### src/rtl/serial_port_responder_if.sv
// Memory-controller side of the serial port: strobes, data bus and status flags.
interface serial_port_responder_if;
  logic [7:0] busDataIn;
  logic [7:0] busDataOut;
  logic       busDataOE;
  logic       rdn;
  logic       wrn;
  logic       tbre;
  logic       tsre;
  logic       data_ready;

  modport master (output busDataIn, rdn, wrn,
                  input  busDataOut, busDataOE, tbre, tsre, data_ready);
  modport slave  (input  busDataIn, rdn, wrn,
                  output busDataOut, busDataOE, tbre, tsre, data_ready);
endinterface

### src/rtl/serial_port_responder.sv
// Strobe-driven UART responder: 8N1 transmitter fed by a one-byte THR and an
// oversampling receiver feeding a one-byte RBR, with independent TX/RX FSMs.
module serial_port_responder #(
  parameter int CLKS_PER_BIT = 16
) (
  input  logic                    CLK,
  input  logic                    RST,
  serial_port_responder_if.slave  bus,
  output logic                    txd,
  input  logic                    rxd,
  output logic                    frameErr,
  output logic                    overrun
);
  localparam int BW = $clog2(CLKS_PER_BIT);
  localparam logic [BW-1:0] BAUD_LAST = BW'(CLKS_PER_BIT - 1);
  localparam logic [BW-1:0] HALF_LAST = BW'(CLKS_PER_BIT / 2 - 1);

  localparam logic [1:0] TX_IDLE = 2'd0, TX_START = 2'd1, TX_DATA = 2'd2, TX_STOP = 2'd3;
  localparam logic [1:0] RX_IDLE = 2'd0, RX_START = 2'd1, RX_DATA = 2'd2, RX_STOP = 2'd3;

  logic rdn_r, rdn_d, wrn_r, wrn_d;
  logic rd_fall, wr_fall;

  always_ff @(posedge CLK) begin
    if (RST) begin
      rdn_r <= 1'b1; rdn_d <= 1'b1;
      wrn_r <= 1'b1; wrn_d <= 1'b1;
    end else begin
      rdn_r <= bus.rdn; rdn_d <= rdn_r;
      wrn_r <= bus.wrn; wrn_d <= wrn_r;
    end
  end

  // A write overlapping an active read is ignored.
  assign rd_fall = rdn_d & ~rdn_r;
  assign wr_fall = wrn_d & ~wrn_r & rdn_r;

  logic [7:0] rbr;
  logic       dr;

  always_ff @(posedge CLK) begin
    if (RST) begin
      bus.busDataOE  <= 1'b0;
      bus.busDataOut <= 8'h00;
    end else begin
      bus.busDataOE  <= ~rdn_r;
      bus.busDataOut <= rdn_r ? 8'h00 : rbr;
    end
  end

  // ---------------- transmitter ----------------
  logic [1:0]    tx_state;
  logic [BW-1:0] tx_baud;
  logic [2:0]    tx_bit;
  logic [7:0]    tx_sh, thr;
  logic          tbre_r, tsre_r, tx_last;

  assign tx_last = (tx_baud == BAUD_LAST);

  always_ff @(posedge CLK) begin
    if (RST) begin
      tx_state <= TX_IDLE; tx_baud <= '0; tx_bit <= '0;
      tx_sh <= '0; thr <= '0;
      tbre_r <= 1'b1; tsre_r <= 1'b1; txd <= 1'b1;
    end else begin
      if (wr_fall && tbre_r) begin
        thr    <= bus.busDataIn;
        tbre_r <= 1'b0;
      end
      case (tx_state)
        TX_IDLE: if (!tbre_r) begin
          tx_sh <= thr; tbre_r <= 1'b1; tsre_r <= 1'b0;
          txd <= 1'b0; tx_baud <= '0; tx_state <= TX_START;
        end
        TX_START: if (tx_last) begin
          tx_baud <= '0; txd <= tx_sh[0]; tx_sh <= tx_sh >> 1;
          tx_bit <= '0; tx_state <= TX_DATA;
        end else tx_baud <= tx_baud + 1'b1;
        TX_DATA: if (tx_last) begin
          tx_baud <= '0;
          if (tx_bit == 3'd7) begin
            txd <= 1'b1; tx_state <= TX_STOP;
          end else begin
            txd <= tx_sh[0]; tx_sh <= tx_sh >> 1; tx_bit <= tx_bit + 3'd1;
          end
        end else tx_baud <= tx_baud + 1'b1;
        TX_STOP: if (tx_last) begin
          tx_baud <= '0;
          // A pending byte starts immediately: no idle bit between frames.
          if (!tbre_r) begin
            tx_sh <= thr; tbre_r <= 1'b1; txd <= 1'b0; tx_state <= TX_START;
          end else begin
            tsre_r <= 1'b1; tx_state <= TX_IDLE;
          end
        end else tx_baud <= tx_baud + 1'b1;
        default: tx_state <= TX_IDLE;
      endcase
    end
  end

  assign bus.tbre = tbre_r;
  assign bus.tsre = tsre_r;

  // ---------------- receiver ----------------
  logic          rx_s1, rx_s2;
  logic [1:0]    rx_state;
  logic [BW-1:0] rx_cnt;
  logic [2:0]    rx_bit;
  logic [7:0]    rx_sh;

  always_ff @(posedge CLK) begin
    if (RST) begin
      rx_s1 <= 1'b1; rx_s2 <= 1'b1;
      rx_state <= RX_IDLE; rx_cnt <= '0; rx_bit <= '0; rx_sh <= '0;
      rbr <= '0; dr <= 1'b0; frameErr <= 1'b0; overrun <= 1'b0;
    end else begin
      rx_s1 <= rxd; rx_s2 <= rx_s1;
      frameErr <= 1'b0;
      overrun  <= 1'b0;
      if (rd_fall) dr <= 1'b0;
      case (rx_state)
        RX_IDLE: if (!rx_s2) begin
          rx_cnt <= '0; rx_state <= RX_START;
        end
        RX_START: if (rx_cnt == HALF_LAST) begin
          rx_cnt <= '0; rx_bit <= '0;
          rx_state <= rx_s2 ? RX_IDLE : RX_DATA;
        end else rx_cnt <= rx_cnt + 1'b1;
        RX_DATA: if (rx_cnt == BAUD_LAST) begin
          rx_cnt <= '0; rx_sh <= {rx_s2, rx_sh[7:1]};
          if (rx_bit == 3'd7) rx_state <= RX_STOP;
          else rx_bit <= rx_bit + 3'd1;
        end else rx_cnt <= rx_cnt + 1'b1;
        RX_STOP: if (rx_cnt == BAUD_LAST) begin
          rx_cnt <= '0; rx_state <= RX_IDLE;
          // Completion overrides a simultaneous read clear and is not an overrun.
          if (rx_s2) begin
            rbr <= rx_sh; dr <= 1'b1; overrun <= dr & ~rd_fall;
          end else frameErr <= 1'b1;
        end else rx_cnt <= rx_cnt + 1'b1;
        default: rx_state <= RX_IDLE;
      endcase
    end
  end

  assign bus.data_ready = dr;
endmodule

### src/flat_wrapper.sv
// flat-port wrapper written by rule: the top's interface ports become plain ports
module serial_port_responder_flat 
#(
  parameter int CLKS_PER_BIT = 16
)
  (CLK, RST, txd, rxd, frameErr, overrun, bus_busDataIn, bus_rdn, bus_wrn, bus_busDataOut, bus_busDataOE, bus_tbre, bus_tsre, bus_data_ready);
  serial_port_responder_if bus_i ();
  input  logic CLK;
  input  logic RST;
  output logic txd;
  input  logic rxd;
  output logic frameErr;
  output logic overrun;
  input wire logic [$bits(bus_i.busDataIn)-1:0] bus_busDataIn;
  input wire logic [$bits(bus_i.rdn)-1:0] bus_rdn;
  input wire logic [$bits(bus_i.wrn)-1:0] bus_wrn;
  output wire logic [$bits(bus_i.busDataOut)-1:0] bus_busDataOut;
  output wire logic [$bits(bus_i.busDataOE)-1:0] bus_busDataOE;
  output wire logic [$bits(bus_i.tbre)-1:0] bus_tbre;
  output wire logic [$bits(bus_i.tsre)-1:0] bus_tsre;
  output wire logic [$bits(bus_i.data_ready)-1:0] bus_data_ready;
  assign bus_i.busDataIn = bus_busDataIn;
  assign bus_i.rdn = bus_rdn;
  assign bus_i.wrn = bus_wrn;
  assign bus_busDataOut = bus_i.busDataOut;
  assign bus_busDataOE = bus_i.busDataOE;
  assign bus_tbre = bus_i.tbre;
  assign bus_tsre = bus_i.tsre;
  assign bus_data_ready = bus_i.data_ready;
  serial_port_responder #(.CLKS_PER_BIT(CLKS_PER_BIT)) u_core (.CLK(CLK), .RST(RST), .bus(bus_i), .txd(txd), .rxd(rxd), .frameErr(frameErr), .overrun(overrun));
endmodule
### config.mk
export PLATFORM = sky130hd
export DESIGN_NAME = serial_port_responder_flat
export DESIGN_NICKNAME = d
export VERILOG_FILES = /design/src/rtl/serial_port_responder_if.sv /design/src/rtl/serial_port_responder.sv /design/src/flat_wrapper.sv
export SDC_FILE = /design/constraint.sdc
export NUM_CORES = 1
export LEC_CHECK = 0
export BUFFER_PORTS_ARGS = -buffer_cell sky130_fd_sc_hd__buf_2
export CELL_PAD_IN_SITES_DETAIL_PLACEMENT = 1
export CELL_PAD_IN_SITES_GLOBAL_PLACEMENT = 1
export CORE_ASPECT_RATIO = 0.75
export CORE_MARGIN = 2
export CORE_UTILIZATION = 48
export DETAILED_ROUTE_END_ITERATION = 10
export PLACE_DENSITY_LB_ADDON = 0.08
export SYNTH_ARGS = -nofsm -noshare
export SYNTH_HDL_FRONTEND = slang
export SYNTH_SLANG_ARGS = --single-unit
### constraint.sdc
create_clock -name CLK -period 3.6 [get_ports CLK]
set_input_delay 0.18 -clock CLK [delete_from_list [all_inputs] [get_ports CLK]]
set_output_delay 0.18 -clock CLK [all_outputs]
set_load 0.1 [all_outputs]
# After elaboration in Yosys (flattened, before gate mapping)
# Index checks and enable logic that the tools add are counted.
[classes]
muxes = 54
n_bitwise = 10
n_reduce_logical = 20
add_sub_neg = 4
n_eq_ne = 24
[ops]
columns = ["op", "n"]
rows = [
  ["8-bit two-way mux", 5],
  ["8-bit one-hot mux with 4 select lines", 1],
  ["2-bit two-way mux", 11],
  ["4-bit two-way mux", 5],
  ["3-bit two-way mux", 6],
  ["2-bit by 1-bit inequality test with 1-bit output (second input constant)", 9],
  ["1-bit two-way mux", 17],
  ["2-bit one-hot mux with 4 select lines", 2],
  ["4-bit AND reduction", 4],
  ["3-bit one-hot mux with 2 select lines", 2],
  ["4-bit one-hot mux with 3 select lines", 1],
  ["5-bit AND reduction", 2],
  ["4-bit by 1-bit adder with 4-bit output (second input constant)", 2],
  ["2-bit == test (second input constant)", 4],
  ["4-bit == test (second input constant)", 2],
  ["2-bit inequality test (second input constant)", 4],
  ["4-bit one-hot mux with 2 select lines", 1],
  ["3-bit by 1-bit adder with 3-bit output (second input constant)", 2],
  ["3-bit == test (second input constant)", 2],
  ["1-bit NOT", 6],
  ["3-bit AND reduction", 2],
  ["2-bit nonzero test", 3],
  ["3-bit OR reduction", 2],
  ["1-bit bitwise AND", 4],
  ["9 further kinds", 13],
]
[word_totals]
output_inout_bits = 15
reg_bits = 71
word_cells = 136

# Logic depth before layout (Yosys ltp)
# Gate-level depths: netlist (run 1).
[logic_depth]
word_depth = 8
depth_mapped = 7
depth_no_buf = 5

# Least setup slack after synthesis (run 1)
# Ideal clock, no wire load.
[synth_path]
path_kind = "register to register"
startpoint = "register u_core.tbre_r (netlist: u_core.bus.tbre)"
endpoint = "register u_core.tbre_r (netlist: u_core.bus.tbre)"
setup_time_ns = 0.121
arrival_ns = 1.760
path_slack_ns = 1.719
period_less_slack_ns = 1.881
n_path_buf = 1
path_stages_with_launch = 5
required_ns = 3.479
cell_sequence = "dfxtp_1 > buf_2 > nand4b_1 > a21oi_1 > a21oi_1"
[synth_via]
elab_chain_cells = 5
[synth_rtl]
columns = ["item", "line", "source"]
rows = [
  ["start, declared", "serial_port_responder.sv:56", "logic tbre_r, tsre_r, tx_last;"],
  ["start signal, assigned", "serial_port_responder.sv:64", "tbre_r <= 1'b1; tsre_r <= 1'b1; txd <= 1'b1;"],
  ["start signal, assigned", "serial_port_responder.sv:68", "tbre_r <= 1'b0;"],
  ["start signal, assigned", "serial_port_responder.sv:72", "tx_sh <= thr; tbre_r <= 1'b1; tsre_r <= 1'b0;"],
  ["1-bit logical AND", "serial_port_responder.sv:66", "if (wr_fall && tbre_r) begin"],
  ["1-bit two-way mux", "serial_port_responder.sv:66", ""],
  ["1-bit two-way mux", "serial_port_responder.sv:71, serial_port_responder.sv:90", ""],
  ["1-bit two-way mux", "serial_port_responder.sv:87", "TX_STOP: if (tx_last) begin"],
  ["1-bit one-hot mux with 2 select lines (*)", "serial_port_responder.sv:70", "case (tx_state)"],
]
# Every way passes the cells marked *; elsewhere a longest branch is shown, timed or not.
# A chain may end at the register's enable or synchronous reset.

# Worst setup path after layout (run 1)
[layout_path]
startpoint = "register u_core.tx_state[1]"
endpoint = "register u_core.tx_sh[2]"
[layout_via]
elab_chain_cells = 3
[layout_rtl]
columns = ["item", "line", "source"]
rows = [
  ["start, declared", "serial_port_responder.sv:52", "logic [1:0] tx_state;"],
  ["start signal, assigned", "serial_port_responder.sv:62", "tx_state <= TX_IDLE; tx_baud <= '0; tx_bit <= '0;"],
  ["start signal, assigned", "serial_port_responder.sv:73", "txd <= 1'b0; tx_baud <= '0; tx_state <= TX_START;"],
  ["start signal, assigned", "serial_port_responder.sv:77", "tx_bit <= '0; tx_state <= TX_DATA;"],
  ["2-bit == test / 2-bit by 1-bit == test with 1-bit output (equally long branches)", "serial_port_responder.sv:70", ""],
  ["2-bit by 1-bit inequality test with 1-bit output (no line) / 2-bit inequality test (equally long branches)", "-", ""],
  ["4-bit AND reduction (no line)", "-", ""],
  ["end signal, assigned", "serial_port_responder.sv:84", "txd <= tx_sh[0]; tx_sh <= tx_sh >> 1; tx_bit <= tx_bit + 3'd1;"],
  ["end, declared", "serial_port_responder.sv:55", "logic [7:0] tx_sh, thr;"],
]
# Several ways; a longest one is shown, not always the timed one.

==> results of run 1 <==
Yosys cell counts, drive strengths merged (4+ instances only):
master | number | area share (%)
o21ai | 23 | 3.7
inv | 8 | 0.97
nor3 | 4 | 0.81
mux2i | 12 | 3.9
and2 | 11 | 2.2
dfxtp | 71 | 46
nand2b | 11 | 2.2
nand3 | 22 | 3.6
a21oi | 37 | 6.3
nand2 | 27 | 3.3
nor2b | 10 | 2.0
mux2 | 7 | 2.5
ha | 10 | 4.0
nor2 | 16 | 1.9
buf | 14 | 2.8
clkbuf | 11 | 1.3
or2 | 7 | 1.4
layer usage:
metal  up-vias  global-route usage (%)  share of wire [%]
met2        24                    35.0                 50
met5         -                       0                  0
met4         0                    4.69               0.82
met3         6                    6.85                2.8
met1      1179                    24.5                 47
li1       1215                       -                  -
kinds of logic (layout without fill, tap and decap cells):
kind of cell | count (synthesis) | count (layout) | synth area share (%)
xor+xnor | 2 | 2 | 0.565
buf+inv | 33 | 52 | 5.08
simple gates | 123 | 123 | 21.3
mux | 19 | 19 | 6.42
flops | 71 | 71 | 45.8
compound gates | 82 | 82 | 16.7
fa+ha+maj | 10 | 10 | 4.04
state kept, by name (all words and copies together), names as in the netlist, 4 cells and up, named ones only:
signal                 count
u_core.rx_cnt              4
u_core.bus.busDataOut      8
u_core.tx_baud             4
u_core.thr                 8
u_core.tx_sh               8
u_core.rx_sh               8
u_core.rbr                 8
layout make-up:
cell class / instances / area (um^2) / area share, %
multi-input combinational: 236 / 1520 / 44.6
sequential: 71 / 1420 / 41.6
timing repair buffer: 28 / 143 / 4.18
clock buffer: 9 / 124 / 3.63
tap: 81 / 101 / 2.97
clock inverter: 7 / 72.6 / 2.13
inverter: 8 / 30.0 / 0.880
worst max-delay path, cell delays in order, from the launching register on:
cell and delay [ns]:
dfxtp_1 0.41, inv_1 0.09, ha_1 0.51, nand2b_1 0.30, o211ai_4 0.20, mux2_2 0.38
power by group through the flow:
stage	Clock [W]	Sequential [W]	Combinational, W
after global routing	0.000680	0.000904	0.000567
final	0.000630	0.000896	0.000525
after floorplan	0	0.000984	0.000348
after global placement	0	0.000908	0.000509
after detailed placement	0	0.000912	0.000525
after CTS	0.000647	0.000896	0.000528
per-stage QoR:
stage               hold slack [ns]  instances
global placement              0.366        424
detailed placement            0.370        424
global route                0.00728        440
CTS                         0.00563        440
finish                       0.0223        440
floorplan                     0.284        340
worst max-delay path by stage:
stage                             startpoint              end  cells past startpoint
after floorplan              u_core.bus.tbre  u_core.bus.tbre                      4
after global placement    u_core.tx_state[0]  u_core.tx_sh[4]                      5
after detailed placement  u_core.tx_state[1]  u_core.tx_sh[2]                      5
after CTS                 u_core.tx_state[1]  u_core.tx_sh[4]                      5
after global routing      u_core.tx_state[1]  u_core.tx_sh[2]                      5
final                     u_core.tx_state[1]  u_core.tx_sh[2]                      5
==> flow_summary.ini, run 1 <==
[pwr]
power.density_nw_per_um2 = 601
p_total_w = 0.00205
peakVddDrop_uv = 262
switching_share_pct = 34.2
leakagePower_nw = 1.30
clockPowerShare_pct = 30.7
p_seq_share_pct = 43.7
p_int_w = 0.00135
comb_power_share_pct = 25.6
power_switching_w = 0.000702

[timing]
fin_ws_ns = 1.61
max_slew.worst_pin.slew_ns = 0.810
hold_viol = 0
slew_headroom_pct = 46.0
post-route-period-util_pct = 55.3
setup_violations = 0
clock.fmax_ghz = 0.503
tns_ns = 0
skew_ns = 0.0122
final_max_slew_viol_count = 0
period_minus_slack_ns = 1.99
rsz0062_at_grt = no

[finish]
final_common_cell = dfxtp_1
num_antenna_cells = 0
synthToLayoutAreaGrowth_pct = 10.1
layout_common_cells = 71 x dfxtp_1, 36 x a21oi_1, 27 x nand2_1, 27 x buf_2, 23 x o21ai_0
nets = 377
fin_area_um2 = 3410
layout-drive-gt1-share_pct = 18.1
fin_util_pct = 54.3
n_fill_cell = 756

[logic_synthesis]
synthCells = 340
ys.flop_type = dfxtp_1
syn_nets = 363
synth_seq_cells = 71
synth-edff-count = 0
syn_area_per_cell_um2 = 9.12
yosysSeqAreaShare_pct = 45.8
synth.distinct_cells = 54
syn_area_um2 = 3100
synth_warnings = 0
synth-async-reset-ratio_pct = 0

[global_routing]
grt_first_pass_wirelength_mm = 11.3
antenna_found_initial = 0
grt.overflow.total = 0
grt_usage_pct = 20.1
grt_pass1_vias = 2401
grt_max_degree = 51

[placed_design]
hpwl_mm = 4.58
place.port_buffers = 27
dp_slack_ns = 1.60
placed_area_um2 = 3220
gp_congestion = 0.728

[drt]
drc = 0
dr.pass1.iters = 4
wl_per_cell_um = 15.6
via_count = 2424
viasPerCell = 5.51
drt_iter0_markers = 106
wl_mm = 6.86
postRouteAntennaNets = 0

[die]
die_x_um = 96.8
rows = 25
initial_core_util_pct = 49.3
io_pins = 28
die_h_um = 73.6
dieArea_um2 = 7120
core_area_um2 = 6290

[clocking]
ctsResizeCount = 0
htree_levels = 3
cts.sinks = 71
insertion_delay_ns = 0.35
cts_root_buf = clkbuf_8
cts_tree = yes
ctsHoldBuffers = 0
post_cts_buffers = 0
clkTransAtPathRegs_ns = 0.08
numCtsBuffers = 9
cts_buffer_depth = 2

[min_path]
hold_depth = 2
worstHoldStart = rxd
min_path_type = input port to flop
hold_path_end = u_core.rx_s1

[setup_path]
r2r_slack_ns = 1.61
critPathLaunchType = flop
crit_required_ns = 3.84
worstPathMaxFanout = 13
r2r_cells = 5
crit_path_end_kind = flop
r2r_end = u_core.tx_sh[2]
critPathArrivalTime_ns = 2.23
critPathKind = flop to flop
r2r_start = u_core.tx_state[1]

[flow_run]
max-cap-violations = 0

[run_status]
status = completed
(Power assumes the default switching activity.)
==> run 2, diff against run 1 <==
--- a/config.mk
+++ b/config.mk
@@ -10,7 +10,7 @@
 export CELL_PAD_IN_SITES_GLOBAL_PLACEMENT = 1
 export CORE_ASPECT_RATIO = 0.75
 export CORE_MARGIN = 2
-export CORE_UTILIZATION = 48
+export CORE_UTILIZATION = 41
 export DETAILED_ROUTE_END_ITERATION = 10
 export PLACE_DENSITY_LB_ADDON = 0.08
 export SYNTH_ARGS = -nofsm -noshare
==> constraint.sdc (replaced) <==
create_clock -name CLK -period 1.6 [get_ports CLK]
set_input_delay 0.08 -clock CLK [delete_from_list [all_inputs] [get_ports CLK]]
set_output_delay 0.08 -clock CLK [all_outputs]
set_load 0.1 [all_outputs]
==> flow_summary.ini, run 2 (synthesis results as in run 1) <==
[clocking]
cts.sinks = 71
cts_buffer_depth = 2
cts_tree = yes
clkTransAtPathRegs_ns = 0.08
htree_levels = 3
insertion_delay_ns = 0.35
numCtsBuffers = 9
cts_root_buf = clkbuf_8

[setup_path]
r2r_slack_ns = 0.03
crit_chain = inv_1 -> ha_2 -> nor3_4 -> o211ai_4 -> buf_12 -> mux2_2
cp_slowest_cell = dfxtp_4
crit_required_ns = 1.84
startpoint = u_core.tx_state[1]
crit_path_end_kind = flop
endpoint = u_core.tx_sh[4]
r2r_start = u_core.tx_state[1]
max_stage_delay_ns = 0.37
critPathKind = flop to flop
critPathArrivalTime_ns = 1.81
worstPathMaxFanout = 8
r2r_cells = 6
r2r_end = u_core.tx_sh[4]
critPathLaunchType = flop

[finish]
fin_util_pct = 53.0
fin_area_um2 = 3880
final_common_cell = dfxtp_1
nets = 414
layout-drive-gt1-share_pct = 26.1
final_cells = 496
layout_common_cells = 67 x dfxtp_1, 36 x a21oi_1, 27 x nand2_1, 27 x buf_2
synthToLayoutAreaGrowth_pct = 25.2
num_antenna_cells = 0

[placed_design]
placed_area_um2 = 3450
gp_congestion = 0.788
hpwl_mm = 5.01
place.port_buffers = 27
post-place-cells = 468

[drt]
dr.pass1.iters = 4
drt_iter0_markers = 50
wl_mm = 7.45
postRouteAntennaNets = 0
wl_per_cell_um = 15.0
viasPerCell = 5.15
via_count = 2552
drc = 0

[run_status]
status = completed

[timing]
hold_ws_ns = 0.160
final_max_slew_viol_count = 0
post-route-period-util_pct = 98.3
hold_viol = 0
max_slew.worst_pin.slew_ns = 0.555
slew_headroom_pct = 62.8
clock.fmax_ghz = 0.636
period_minus_slack_ns = 1.57
setup_violations = 0
skew_ns = 0.00889

[pwr]
p_int_w = 0.00358
power_switching_w = 0.00167
switching_share_pct = 31.9
clockPowerShare_pct = 30.2
power.density_nw_per_um2 = 1350
leakagePower_nw = 1.51
p_seq_share_pct = 38.5
peakVddDrop_uv = 502
comb_power_share_pct = 31.3

[die]
io_pins = 28
die_x_um = 104
rows = 27
initial_core_util_pct = 42.3
dieArea_um2 = 8280
core_area_um2 = 7330
die_h_um = 79.3

[global_routing]
antenna_found_initial = 0
grt_usage_pct = 19.0
grt_max_degree = 25
grt_first_pass_wirelength_mm = 12.5
grt_pass1_vias = 2566
grt.overflow.total = 0

[flow_run]
max-cap-violations = 0

[min_path]
min_path_type = input port to flop
run 2: cell count changes in the layout (fill, tap and decap cells not counted), moves of 3 or more:
cell / change
ha_4: +3
ha_1: -5
buf_12: +3
dfxtp_1: -4
buf_4: +22
dlygate4sd3_1: +11
dfxtp_2: +3
run 2: final cells by class:
class	count	area [um^2]
sequential	71	1430
tap	101	126
multi-input combinational	236	1590
fill	839	3450
inverter	8	30.0
timing repair buffer	65	489
clock buffer	10	138
clock inverter	5	82.6
run 2: worst min path at each step:
stage	startpoint	endpoint	slack (ns)	depth (start not counted)
floorplan	bus_rdn	u_core.rdn_r	0.18	1
global placement	rxd	u_core.rx_s1	0.27	2
detailed placement	bus_wrn	u_core.wrn_r	0.27	2
CTS	RST	u_core.thr[0]	0.14	2
global route	RST	u_core.thr[3]	0.16	2
finish	RST	u_core.thr[3]	0.16	2
run 2: power by group through the flow:
stage	sequential, W	combinational (W)	clock, W
2_1_floorplan	0.00222	0.000787	0
3_3_place_gp	0.00204	0.00138	0
3_5_place_dp	0.00205	0.00138	0
4_1_cts	0.00201	0.00141	0.00163
5_1_grt	0.00204	0.00177	0.00172
6_report	0.00202	0.00165	0.00159
run 2: per-stage QoR:
step                      TNS, ns  setup WS (ns)  power, W
after floorplan                 0         0.0308   0.00301
after global placement          0         0.0215   0.00341
after detailed placement   -0.184        -0.0325   0.00343
after CTS                       0         0.0144   0.00505
after global routing      -0.0447        -0.0115   0.00553
final                           0         0.0272   0.00526
run 2: what timing repair did:
| item | 4_1_cts | 5_1_grt |
|---|---|---|
| hold buffers | 11 | 0 |
| resized for setup | 4 | 14 |
| pin swaps | 1 | 1 |
| endpoints found under the hold margin | 11 | 0 |
| setup endpoints to repair | 9 | 16 |
| setup buffers | 0 | 2 |
run 2: worst max-delay path, delay by kind of cell (launching register included):
kind,cells,cell delay [ns]
simple gates,1,0.06
compound gates,1,0.21
buf+inv,2,0.26
fa+ha+maj,1,0.23
flops,1,0.37
mux,1,0.34
run 2: routing by layer:
metal  global-route usage, %  routed length, um
met5                       0                  0
met4                    6.08                 82
met2                    29.8               3480
met1                    25.0               3680
met3                    5.75                204
